==> config.mk <==
export PLATFORM = sky130hd
export DESIGN_NAME = systolic_seq_ctrl
export DESIGN_NICKNAME = d
export VERILOG_FILES = /design/src/rtl/systolic_pkg.sv /design/src/rtl/systolic_skew_sr.sv /design/src/rtl/systolic_seq_ctrl.sv
export SDC_FILE = /design/constraint.sdc
export NUM_CORES = 1
export LEC_CHECK = 0
export CELL_PAD_IN_SITES_DETAIL_PLACEMENT = 0
export CELL_PAD_IN_SITES_GLOBAL_PLACEMENT = 1
export CORE_UTILIZATION = 34
export CTS_CLUSTER_DIAMETER = 30
export DETAILED_ROUTE_END_ITERATION = 7
export PLACE_DENSITY = 0.82
export SYNTH_ARGS = -nofsm -noshare
export SYNTH_HDL_FRONTEND = slang
export SYNTH_SLANG_ARGS = --single-unit
==> constraint.sdc <==
create_clock -name clk -period 2.5 [get_ports clk]
set_input_delay 0.25 -clock clk [delete_from_list [all_inputs] [get_ports clk]]
set_output_delay 0.25 -clock clk [all_outputs]
set_load 0.02 [all_outputs]
==> src/rtl/systolic_pkg.sv <==
// Shared definitions for the 4-PE linear systolic chain and its sequencer.
//   N_PE, DW, AW : array geometry (PE count, data/weight/bias width, accumulator width)
//   seq_state_t  : sequencer FSM state encoding
//   onehot_pe()  : PE index -> one-hot enable vector
package systolic_pkg;

   localparam int unsigned N_PE     = 4;
   localparam int unsigned PE_IDX_W = 2;
   localparam int unsigned DW       = 4;
   localparam int unsigned AW       = 8;

   typedef enum logic [2:0] {
      StIdle,
      StLoadW,
      StLoadB,
      StStream,
      StFlush,
      StDrain
   } seq_state_t;

   function automatic logic [N_PE-1:0] onehot_pe(input logic [PE_IDX_W-1:0] idx);
      logic [N_PE-1:0] oh;
      oh      = '0;
      oh[idx] = 1'b1;
      return oh;
   endfunction

endpackage

==> src/rtl/systolic_skew_sr.sv <==
// Enable/valid skew shift register for a linear systolic chain.
// Bit 0 takes shift_in each cycle and bit i takes bit i-1, so bit i is the
// entry valid delayed by i cycles, matching PE i's one-cycle-per-hop data delay.
//   clk, rst : clock, synchronous active-high reset
//   clr      : synchronous clear (priority over shifting)
//   shift_in : value entering bit 0
//   q        : current register contents
module systolic_skew_sr #(
   parameter int unsigned Width = 4
) (
   input  logic             clk,
   input  logic             rst,
   input  logic             clr,
   input  logic             shift_in,
   output logic [Width-1:0] q
);

   logic [Width-1:0] sr_q;
   logic [Width-1:0] sr_d;

   always_comb begin
      sr_d = sr_q;
      if (clr) begin
         sr_d = '0;
      end else begin
         sr_d = {sr_q[Width-2:0], shift_in};
      end
   end

   always_ff @(posedge clk) begin
      if (rst) begin
         sr_q <= '0;
      end else begin
         sr_q <= sr_d;
      end
   end

   assign q = sr_q;

endmodule

==> src/rtl/systolic_seq_ctrl.sv <==
// Sequencer for the 4-PE linear systolic chain.
// Loads 4 weights then 4 biases from the parameter stream onto the shared
// buses with one-hot enables, streams num_samples inputs into PE0 with
// skewed accumulate enables, then drains the 4 accumulators as a
// valid/ready result stream.
//   clk, rst                         : clock, synchronous active-high reset
//   start, num_samples               : job launch (sampled in idle only)
//   busy, done                       : job status, done is a one-cycle pulse
//   p_valid/p_ready/p_data           : parameter stream
//   x_valid/x_ready/x_data           : sample stream
//   res_valid/res_ready/res_data/idx : result stream
//   arr_*, pe_*_en, drain_sel        : registered array-side controls
//   arr_acc_out                      : selected accumulator from the array
module systolic_seq_ctrl
   import systolic_pkg::*;
#(
   parameter int unsigned CNT_W = 8
) (
   input  logic                clk,
   input  logic                rst,
   input  logic                start,
   input  logic [CNT_W-1:0]    num_samples,
   output logic                busy,
   output logic                done,
   input  logic                p_valid,
   output logic                p_ready,
   input  logic [DW-1:0]       p_data,
   input  logic                x_valid,
   output logic                x_ready,
   input  logic [DW-1:0]       x_data,
   output logic                res_valid,
   input  logic                res_ready,
   output logic [AW-1:0]       res_data,
   output logic [PE_IDX_W-1:0] res_idx,
   output logic [DW-1:0]       arr_data_in,
   output logic [DW-1:0]       arr_weight_in,
   output logic [DW-1:0]       arr_bias_in,
   output logic [N_PE-1:0]     pe_weight_en,
   output logic [N_PE-1:0]     pe_bias_en,
   output logic [N_PE-1:0]     pe_acc_en,
   output logic [PE_IDX_W-1:0] drain_sel,
   input  logic [AW-1:0]       arr_acc_out
);

   seq_state_t          state_q, state_d;
   logic [2:0]          beat_q, beat_d;
   logic [CNT_W-1:0]    smp_q, smp_d;
   logic [CNT_W-1:0]    num_q, num_d;
   logic [DW-1:0]       data_q, data_d;
   logic [DW-1:0]       wdata_q, wdata_d;
   logic [DW-1:0]       bdata_q, bdata_d;
   logic [N_PE-1:0]     wen_q, wen_d;
   logic [N_PE-1:0]     ben_q, ben_d;
   logic [PE_IDX_W-1:0] drain_sel_q, drain_sel_d;
   logic                done_q, done_d;

   logic                p_acc;
   logic                x_acc;
   logic                r_hs;
   logic                sr_clr;
   logic [N_PE-1:0]     acc_en;

   // Handshake-facing outputs depend on state only, so they never combine
   // with the upstream valids.
   always_comb begin
      busy      = (state_q != StIdle);
      p_ready   = (state_q == StLoadW) || (state_q == StLoadB);
      x_ready   = (state_q == StStream);
      res_valid = (state_q == StDrain);
      p_acc     = p_valid & p_ready;
      x_acc     = x_valid & x_ready;
      r_hs      = res_valid & res_ready;
   end

   always_comb begin
      state_d     = state_q;
      beat_d      = beat_q;
      smp_d       = smp_q;
      num_d       = num_q;
      wdata_d     = wdata_q;
      bdata_d     = bdata_q;
      wen_d       = '0;
      ben_d       = '0;
      drain_sel_d = drain_sel_q;
      done_d      = 1'b0;
      sr_clr      = 1'b0;
      // Bubbles put zero on the data bus; the matching enable bit is low anyway.
      data_d      = x_acc ? x_data : '0;

      unique case (state_q)
         StIdle: begin
            if (start) begin
               num_d       = num_samples;
               beat_d      = '0;
               smp_d       = '0;
               drain_sel_d = '0;
               sr_clr      = 1'b1;
               state_d     = StLoadW;
            end
         end
         StLoadW: begin
            if (p_acc) begin
               wdata_d = p_data;
               wen_d   = onehot_pe(beat_q[PE_IDX_W-1:0]);
               beat_d  = beat_q + 3'd1;
               if (beat_q == 3'd3) begin
                  state_d = StLoadB;
               end
            end
         end
         StLoadB: begin
            if (p_acc) begin
               bdata_d = p_data;
               ben_d   = onehot_pe(beat_q[PE_IDX_W-1:0]);
               beat_d  = beat_q + 3'd1;
               if (beat_q == 3'd7) begin
                  state_d = (num_q == '0) ? StFlush : StStream;
               end
            end
         end
         StStream: begin
            if (x_acc) begin
               smp_d = smp_q + CNT_W'(1);
               if (smp_d == num_q) begin
                  state_d = StFlush;
               end
            end
         end
         StFlush: begin
            // Wait until the last sample's enable has walked off PE3.
            if (acc_en == '0) begin
               drain_sel_d = '0;
               state_d     = StDrain;
            end
         end
         StDrain: begin
            if (r_hs) begin
               if (drain_sel_q == PE_IDX_W'(N_PE - 1)) begin
                  drain_sel_d = '0;
                  done_d      = 1'b1;
                  state_d     = StIdle;
               end else begin
                  drain_sel_d = drain_sel_q + PE_IDX_W'(1);
               end
            end
         end
         default: begin
            state_d = StIdle;
         end
      endcase
   end

   always_ff @(posedge clk) begin
      if (rst) begin
         state_q     <= StIdle;
         beat_q      <= '0;
         smp_q       <= '0;
         num_q       <= '0;
         data_q      <= '0;
         wdata_q     <= '0;
         bdata_q     <= '0;
         wen_q       <= '0;
         ben_q       <= '0;
         drain_sel_q <= '0;
         done_q      <= 1'b0;
      end else begin
         state_q     <= state_d;
         beat_q      <= beat_d;
         smp_q       <= smp_d;
         num_q       <= num_d;
         data_q      <= data_d;
         wdata_q     <= wdata_d;
         bdata_q     <= bdata_d;
         wen_q       <= wen_d;
         ben_q       <= ben_d;
         drain_sel_q <= drain_sel_d;
         done_q      <= done_d;
      end
   end

   systolic_skew_sr #(
      .Width(N_PE)
   ) u_skew_sr (
      .clk      (clk),
      .rst      (rst),
      .clr      (sr_clr),
      .shift_in (x_acc),
      .q        (acc_en)
   );

   assign done          = done_q;
   assign arr_data_in   = data_q;
   assign arr_weight_in = wdata_q;
   assign arr_bias_in   = bdata_q;
   assign pe_weight_en  = wen_q;
   assign pe_bias_en    = ben_q;
   assign pe_acc_en     = acc_en;
   assign drain_sel     = drain_sel_q;
   assign res_idx       = drain_sel_q;
   assign res_data      = arr_acc_out;

endmodule

---- Word level (Yosys, flattened, before mapping) ----
Index checks and enable logic that the tools add are counted.
W data, S select, Z words.
cells by class
  order comparisons ....................... 2
  equality and inequality tests ........... 20
  mux-type cells .......................... 29
  bitwise operators ....................... 8
  $add $sub $neg .......................... 3
  reduce and logical (&&, ||, !) cells .... 22
operators by type and width
  kind                   count
  $mux W3                13
  $pmux W3 S6            1
  $mux W8                2
  $pmux W8 S2            1
  $ne A2 B1 Y1 const B   7
  $reduce_and A10 Y1     1
  $reduce_or A2 Y1       5
  $eq A3 B2 Y1 const B   3
  $eq A3 B3 Y1 const B   3
  $add A8 B1 Y8 const B  1
  $eq A8 B8 Y1           1
  $logic_not A8 Y1       1
  $mux W2                4
  $ne A2 B2 Y1 const B   4
  $pmux W2 S3            1
  $pmux W3 S2            1
  $reduce_and A2 Y1      3
  $reduce_and A3 Y1      2
  $reduce_bool A3 Y1     2
  $not A1 Y1             5
  $logic_not A4 Y1       1
  $mux W1                4
  $mux W4                1
  $reduce_and A4 Y1      1
  13 further kinds       16
storage, ports and cells
  register bits after elaboration ......... 49
  word-level logic and storage cells ...... 96
  bits of input ports ..................... 30
  output and inout port bits .............. 41

---- Longest topological paths before layout ----
Gate-level depths: netlist (run 1).
  word-level depth ........................ 5
  depth in mapped cells ................... 8
  depth with buffers taken out ............ 8

---- Cells and area by module ----
From an unflattened synthesis (run 1), not the netlist that was laid out.
second synthesis, totals
  cells, all modules ...................... 285
  area total of the unflattened synthesis .. 2,351.0 um2
by module, submodules not included
  module             instances  cells an instance  area each (um2)
  systolic_seq_ctrl  1          277                2,240.9
  systolic_skew_sr   1          8                  110.1

---- Worst setup path before layout (run 1) ----
OpenSTA, ideal clock, no wires.
  path type ............................... register to register
  from .................................... reg smp_q[2]
  to ...................................... reg state_q[0]
  clock period less this slack ............ 2.020 ns
  path slack .............................. 0.480 ns
  arrival time ............................ 1.889 ns
  stages on the path, launching flop included .. 8
  cells stage by stage .................... dfxtp_1 -> buf_2 -> and4_1 -> a21boi_1 -> or4b_4 -> a2111oi_4 -> o221a_1 -> nor3_1
between the ends
  longest elaborated chain between the ends .. 4
RTL lines
  element                       line                      source
  start, declared               systolic_seq_ctrl.sv:47   logic [CNT_W-1:0] smp_q, smp_d;
  start signal, assigned        systolic_seq_ctrl.sv:169  smp_q <= smp_d;
  $add A8 B1 Y8                 systolic_seq_ctrl.sv:123  smp_d = smp_q + CNT_W'(1);
  $eq A8 B8 Y1                  systolic_seq_ctrl.sv:124  if (smp_d == num_q) begin
  $ne A2 B1 Y1 (no line)        n/a
  $reduce_and A10 Y1 (no line)  n/a
  end signal, assigned          systolic_seq_ctrl.sv:155  state_q <= StIdle;
  end signal, assigned          systolic_seq_ctrl.sv:167  state_q <= state_d;
  end, declared                 systolic_seq_ctrl.sv:45   seq_state_t state_q, state_d;
Every way passes these cells.
A chain may end at the register's enable or synchronous reset.

---- Worst setup path after layout (run 1) ----
  from .................................... reg state_q[0]
  to ...................................... out p_ready
between the ends
  longest elaborated chain between the ends .. 2
RTL lines
  element                                              line                     source
  $eq A3 B1 Y1 / $eq A3 B2 Y1 (equally long branches)  systolic_seq_ctrl.sv:67  p_ready = (state_q == StLoadW) || (state_q == StLoadB);
  $logic_or A1 B1 Y1 (*)                               systolic_seq_ctrl.sv:67
  end, declared                                        systolic_seq_ctrl.sv:26  output logic p_ready,
Every way passes the cells marked *; elsewhere a longest branch is shown, timed or not.

==> results.toml, run 1 <==
[clocking]
cts_buffers = 5
clock-sinks = 49
clk_latency_ps = 300
ctsHoldBuffers = 0
clockBufferDepth = 2
root_buffer = "clkbuf_8"
clk_pin_slew_ps = 100
cts_resized = 0
h-tree-depth = 2
postCtsSetupBuffers = 0
cts_tree = "done"

[die]
ios = 71
die_area_sq_um = 7190
die_w_um = 84.8
core_sq_um = 6490
rows = 29
die_y_um = 84.8
initial_core_util = 0.359

[yosys]
ys_ff_latch = 49
yosys-top-cells-count = "dfxtp_1, nand2_1, a21oi_1, nor2_1, and2_1"
synth.most_common_cell = "dfxtp_1"
ys_seq_area_frac = 0.421
async_flop_share = 0
yosys.area.top_type = "dfxtp_1"
synth_edf_count = 0
synth_cells = 271
ys.warnings.count = 0
synth_top_area_share = 0.421
ys.flop_type = "dfxtp_1"
yosysUniqueCellTypes = 44
synth_area_leaders = "dfxtp_1, a21oi_1, and2_1"
synth_fp_nets = 309
syn_area_per_cell_sq_um = 8.61
synth_area_sq_um = 2330

[global_route]
grt_max_degree = 17
grt_overflow = 0
grt_use_total = 0.150
antenna_found_initial = 0
grt_pass1_wl_um = 8670
first_global_vias = 1874

[cells_and_area]
final_core_util = 0.464
areaGrowthSynthToFinish_pct = 29.2
multi_input_area_sq_um = 1190
fin_nets = 351
fin_area_sq_um = 3010
diodes = 0
seqCellArea_sq_um = 981
n_fill_cell = 632
final_cells = 391
drive_above_1_share = 0.0510

[critical_path]
arrival_ps = 1990
cp.required_ps = 2250
cp-start-kind = "flop"
end_kind = "output port"
path_max_fanout = 16
criticalPathCategory = "flop to output port"

[power]
powerDensity_nw_per_um2 = 559
ir_drop_v = 0.000220
total_leakage_power_nw = 1.12
total_power_mw = 1.68

[timing]
rsz0062_at_grt = "no"
hold_ws_ps = 489
maxSlewHeadroom = 0.598
fin_ws_ps = 264
tightest_slew_ps = 599
max_freq_ghz = 0.447
slew_viol_final = 0
clock_skew_ps = 9.69
setup_violations = 0
min_period_ps = 2240
finalCritPeriodShare = 0.894
final_hold_viol_count = 0
final.setup.tns_ps = 0

[drt]
finalWirelength_um = 5030
wire_per_inst_um = 12.9
remaining_drc_errors = 5
antenna_left = 0
viasPerCell = 5.02
vias = 1963
firstDrtPassIters = 8
drtIter0Drc = 98

[placed_design]
hpwl_um = 3800
dpl_cell_area_sq_um = 2880
gp_congestion = 0.818
port_buffers = 54
place_ws_ps = 372
post-place-cells = 383

[status]
status = "finished, violations left"
violations = "design-rule violations"

[hold_path]
hold_class = "input pin to flop"

[run]
max_cap_violations = 0
## registers in the layout, indices dropped and copies added, names as in the netlist
name and count:
num_q 8, smp_q 8, arr_bias_in 4, arr_data_in 4, arr_weight_in 4, pe_bias_en 4
pe_weight_en 4, u_skew_sr.q 4, beat_q 3, state_q 3, drain_sel 2, done 1
## layout make-up
cell class,instances,share of cell area
clock buffer,5,0.0228
clock inverter,3,0.0228
inverter,7,0.00872
multi-input combinational,191,0.396
sequential,49,0.325
tap,77,0.0320
timing repair buffer,59,0.192
## worst max-delay path, stage by stage, from the launching register on
cell             delay [ps]
dfxtp_1                 640
xnor2_1                 130
nor2_1                  240
clkdlybuf4s50_1         670
## where the power goes
group / switching (mW) / internal, mW
combinational: 0.0963 / 0.0925
sequential: 0.0208 / 0.797
clock: 0.275 / 0.403
total: 0.392 / 1.29
## worst paths after layout
path,to,slack [ps],startpoint,cells past startpoint
max,p_ready,260,state_q[0],3
max reg2reg,state_q[0],340,smp_q[3],6
min,arr_data_in[1],490,x_data[1],2
min reg2reg,num_q[7],490,num_q[7],2
## routing by layer
metal,part of all wire,vias up,track usage
met2,0.48,49,0.249
li1,-,1006,-
met3,0.051,5,0.0311
met5,0,-,0
met1,0.46,903,0.194
met4,0.011,0,0.0493
## layout by cell type (no fill, tap or decap), types with 8 or more instances in the layout
cell and n:
nand3_1 9, and2_1 18, dfxtp_1 49, a21oi_1 25
ha_1 8, nand2_1 29, xnor2_1 9, nor2_1 24
mux2i_1 9, clkdlybuf4s50_1 54
## cells by family (layout without fill, tap and decap cells)
| kind of cell | after synthesis | after routing | share of synthesized area |
|---|---|---|---|
| AOI/OAI and AO/OA | 47 | 47 | 0.128 |
| xor gates and xnor gates | 11 | 11 | 0.0413 |
| adders and majority gates | 8 | 8 | 0.0429 |
| buffers and inverters | 31 | 74 | 0.0671 |
| DFF | 49 | 49 | 0.421 |
| muxes | 9 | 9 | 0.0386 |
| and+or+nand+nor | 116 | 116 | 0.262 |
(Power assumes the default switching activity.)
==> run 2: changes to the inputs <==
Clock period 2.5 ns to 2.2 ns, I/O delays scaled along.
==> results.toml, run 2 (synthesized netlist as in run 1, its figures left out) <==
[critical_path]
crit_family = "simple AND/OR/NAND/NOR gates"
end_kind = "flop"
worst_r2r_startpoint = "smp_q[1]"
path_max_fanout = 5
criticalPathCategory = "flop to flop"
arrival_ps = 2280
cp-start-kind = "flop"
critPathBufInv = 0
reg2reg_setup_slack_ps = 110
crit_chain = "and4_1 -> a21boi_1 -> or4b_4 -> a2111oi_4 -> o221a_1 -> nor3_1"
crit_slowest_cell = "or4b_4"
reg2reg_depth = 6
cp.required_ps = 2390
cpPeakStageDelay_ps = 550
r2r-end = "state_q[0]"

[hold_path]
min_from = "arr_acc_out[7]"
min_path_cells = 0
whs_endpoint = "res_data[7]"
hold_class = "input pin to output port"

[timing]
rsz0062_at_grt = "no"
slew_viol_final = 0
hold_ws_ps = 440
final_hold_viol_count = 0
max_freq_ghz = 0.478
final.setup.tns_ps = 0
clock_skew_ps = 7.61
maxSlewHeadroom = 0.600
finalCritPeriodShare = 0.951
setup_violations = 0
min_period_ps = 2090
tightest_slew_ps = 596

[drt]
remaining_drc_errors = 5
drtIter0Drc = 104
wire_per_inst_um = 13.2
antenna_left = 0
firstDrtPassIters = 8
viasPerCell = 5.05
finalWirelength_um = 5210
vias = 1994

[clocking]
ctsHoldBuffers = 0
clock-sinks = 49
cts_buffers = 5
clk_latency_ps = 310
cts_tree = "done"
clk_pin_slew_ps = 90
h-tree-depth = 2
clockBufferDepth = 2
root_buffer = "clkbuf_8"

[die]
die_w_um = 84.8
die_y_um = 84.8
initial_core_util = 0.359
die_area_sq_um = 7190
rows = 29
core_sq_um = 6490
ios = 71

[placed_design]
gp_congestion = 0.787
port_buffers = 54
hpwl_um = 3920

[cells_and_area]
layout_commonest_cell = "clkdlybuf4s50_1"
n_fill_cell = 631
drive_above_1_share = 0.0692
areaGrowthSynthToFinish_pct = 29.7
biggestRegsByFlops = "num_q x8, smp_q x8"
mostFrequentLayoutCells = "clkdlybuf4s50_1, dfxtp_1, nand2_1"
diodes = 0
fin_nets = 355
seqCellArea_sq_um = 983
multi_input_area_sq_um = 1190

[power]
total_leakage_power_nw = 1.13
p_sw_uw = 458
seqPwrFrac = 0.509
combPwrFrac = 0.122
clockPowerShare = 0.369
swShare = 0.252
ir_drop_v = 0.000352
intPower_mw = 1.36
powerDensity_nw_per_um2 = 602

[global_route]
grt_pass1_wl_um = 8670
grt_overflow = 0
grt_use_total = 0.151
grt_max_degree = 25
first_global_vias = 1877
antenna_found_initial = 0

[status]
status = "finished, violations left"
violations = "design-rule violations"

[run]
max_cap_violations = 0
==> run 2: metrics by stage <==
step,setup slack (ps),utilization,instance area (sq um),instances,power [mW]
after CTS,34.2,0.465,3020,395,1.84
after global placement,116,0.448,2910,387,1.17
after detailed placement,49.8,0.448,2910,387,1.17
after global routing,20.7,0.466,3030,395,1.91
after floorplan,180,-,2330,271,1.09
final,108,0.466,3030,395,1.82
==> run 2: worst max path at each step <==
stage	to	slack (ps)	startpoint	cells past startpoint
final	state_q[0]	110	smp_q[1]	6
after floorplan	state_q[0]	180	smp_q[2]	7
after global routing	state_q[0]	20	smp_q[1]	6
after CTS	state_q[0]	30	smp_q[0]	6
after global placement	state_q[0]	120	smp_q[0]	6
after detailed placement	state_q[0]	50	smp_q[0]	6
==> run 2: power by group through the flow <==
stage | Sequential (mW) | Combinational, mW | Clock, mW
6_report | 0.926 | 0.222 | 0.672
5_1_grt | 0.930 | 0.245 | 0.740
4_1_cts | 0.926 | 0.224 | 0.694
3_5_place_dp | 0.946 | 0.224 | 0
3_3_place_gp | 0.946 | 0.223 | 0
2_1_floorplan | 0.946 | 0.148 | 0
==> run 2: layout make-up <==
type | instances | area share
multi-input combinational | 191 | 0.395
sequential | 49 | 0.325
timing repair buffer | 63 | 0.201
tap | 77 | 0.0318
clock buffer | 5 | 0.0227
clock inverter | 3 | 0.0157
inverter | 7 | 0.00868
==> run 2: timing repair <==
item | 4_1_cts | 5_1_grt
setup buffers | 0 | 0
gates resized for setup | 0 | 2
setup endpoints to repair | 0 | 4
==> run 2: per-layer routing <==
metal | global-route usage | vias up | wire length, um
li1 | - | 1018 | -
met1 | 0.185 | 922 | 2430
met2 | 0.265 | 50 | 2490
met3 | 0.0360 | 4 | 232
met4 | 0.0447 | 0 | 59
met5 | 0 | - | 0
==> run 3: changes to the inputs <==
Settings changed: CELL_PAD_IN_SITES_DETAIL_PLACEMENT 0 to not set, CELL_PAD_IN_SITES_GLOBAL_PLACEMENT 1 to not set, CORE_UTILIZATION 34 to 35, PLACE_DENSITY 0.82 to 0.66.
==> results.toml, run 3 (synthesized netlist as in run 1, its figures left out) <==
[global_route]
antenna_found_initial = 0
grt_pass1_wl_um = 8400
grt_max_degree = 16
first_global_vias = 1802
grt_use_total = 0.148
grt_overflow = 0

[cells_and_area]
diodes = 0
final_core_util = 0.473
mostFrequentLayoutCells = "clkdlybuf4s50_1, dfxtp_1, nand2_1"
fin_area_sq_um = 3020
final_cells = 395
n_fill_cell = 626
biggestRegsByFlops = "num_q x8, smp_q x8"
layout_commonest_cell = "clkdlybuf4s50_1"
seqCellArea_sq_um = 983
areaGrowthSynthToFinish_pct = 29.6
multi_input_area_sq_um = 1200
drive_above_1_share = 0.0692
fin_nets = 355

[drt]
finalWirelength_um = 4980
firstDrtPassIters = 4
remaining_drc_errors = 0
wire_per_inst_um = 12.6
vias = 2003
antenna_left = 0
viasPerCell = 5.07
drtIter0Drc = 73

[critical_path]
crit_slowest_cell = "clkdlybuf4s50_1"
arrival_ps = 1890
crit_family = "buffers and inverters"
path_max_fanout = 12
critPathBufInv = 3
crit_chain = "nor2b_2 -> nand2_1 -> inv_2 -> buf_4 -> clkdlybuf4s50_1"
end_kind = "output port"
cp.required_ps = 1980
cpPeakStageDelay_ps = 600
cp-start-kind = "flop"
reg2reg_setup_slack_ps = 110
criticalPathCategory = "flop to output port"

[timing]
setup_violations = 0
min_period_ps = 2110
tightest_slew_ps = 604
slew_viol_final = 0
finalCritPeriodShare = 0.958
final.setup.tns_ps = 0
rsz0062_at_grt = "no"
fin_ws_ps = 92.0
maxSlewHeadroom = 0.595
max_freq_ghz = 0.474
final_hold_viol_count = 0
clock_skew_ps = 4.08

[clocking]
cts_buffers = 5
h-tree-depth = 2
clk_latency_ps = 300
clk_pin_slew_ps = 90
clockBufferDepth = 2
root_buffer = "clkbuf_8"
cts_tree = "done"
clock-sinks = 49

[placed_design]
gp_congestion = 0.883
hpwl_um = 3720
post-place-cells = 387
dpl_cell_area_sq_um = 2910
place_ws_ps = 119
port_buffers = 54

[power]
ir_drop_v = 0.000304
intPower_mw = 1.35
seqPwrFrac = 0.519
p_sw_uw = 435
total_leakage_power_nw = 1.12
clockPowerShare = 0.358
combPwrFrac = 0.123
swShare = 0.243
powerDensity_nw_per_um2 = 592

[status]
status = "finished, final reports clean"

[die]
initial_core_util = 0.365
die_area_sq_um = 6990
rows = 29
die_y_um = 83.6
ios = 71
core_sq_um = 6390
die_w_um = 83.6

[run]
max_cap_violations = 0

[hold_path]
hold_class = "input pin to output port"
run 3: worst reg2reg max path, cell delays in order, from the launching register on:
cell and delay [ps]:
dfxtp_1 390, and4_1 230, a21boi_1 90, or4b_4 540, a2111oi_4 440, o221a_1 240, nor3_1 50
run 3: path summary, 6_finish.rpt:
kind / startpoint / end / cells past startpoint
setup / recovery: state_q[2] / x_ready / 5
hold / removal: arr_acc_out[2] / res_data[2] / 0
setup reg to reg: smp_q[1] / state_q[0] / 6
hold reg to reg: num_q[3] / num_q[3] / 2
run 3: metal layers:
| metal | part of all wire | global-route usage | vias up |
|---|---|---|---|
| met2 | 0.46 | 0.236 | 46 |
| li1 | - | - | 1023 |
| met3 | 0.048 | 0.0336 | 8 |
| met4 | 0.011 | 0.0570 | 0 |
| met1 | 0.48 | 0.195 | 926 |
| met5 | 0 | 0 | - |
run 3: area by class of cell:
type | count | share of cell area
Timing Repair Buffer | 63 | 0.201
Sequential cell | 49 | 0.325
Clock inverter | 2 | 0.0128
Tap cell | 77 | 0.0319
Clock buffer | 6 | 0.0240
Multi-Input combinational cell | 191 | 0.396
Inverter | 7 | 0.00869
run 3: power groups by stage:
stage	registers, mW	logic, mW	clock network, mW
after floorplan	0.946	0.148	0
after global placement	0.948	0.219	0
after detailed placement	0.948	0.220	0
after CTS	0.928	0.221	0.658
after global routing	0.933	0.243	0.694
final	0.928	0.221	0.640
run 3: metrics by stage:
| stage | hold WS (ps) | power, mW |
|---|---|---|
| finish | 440 | 1.79 |
| global route | 440 | 1.87 |
| CTS | 440 | 1.81 |
| detailed placement | 440 | 1.17 |
| global placement | 440 | 1.17 |
| floorplan | 342 | 1.09 |
run 3: repair_timing:
item | CTS | global route
hold buffers | 0 | 0
endpoints found under the hold margin | 0 | 0
buffers inserted | 0 | 0
resized for setup | 0 | 3
setup endpoints to repair | 0 | 4
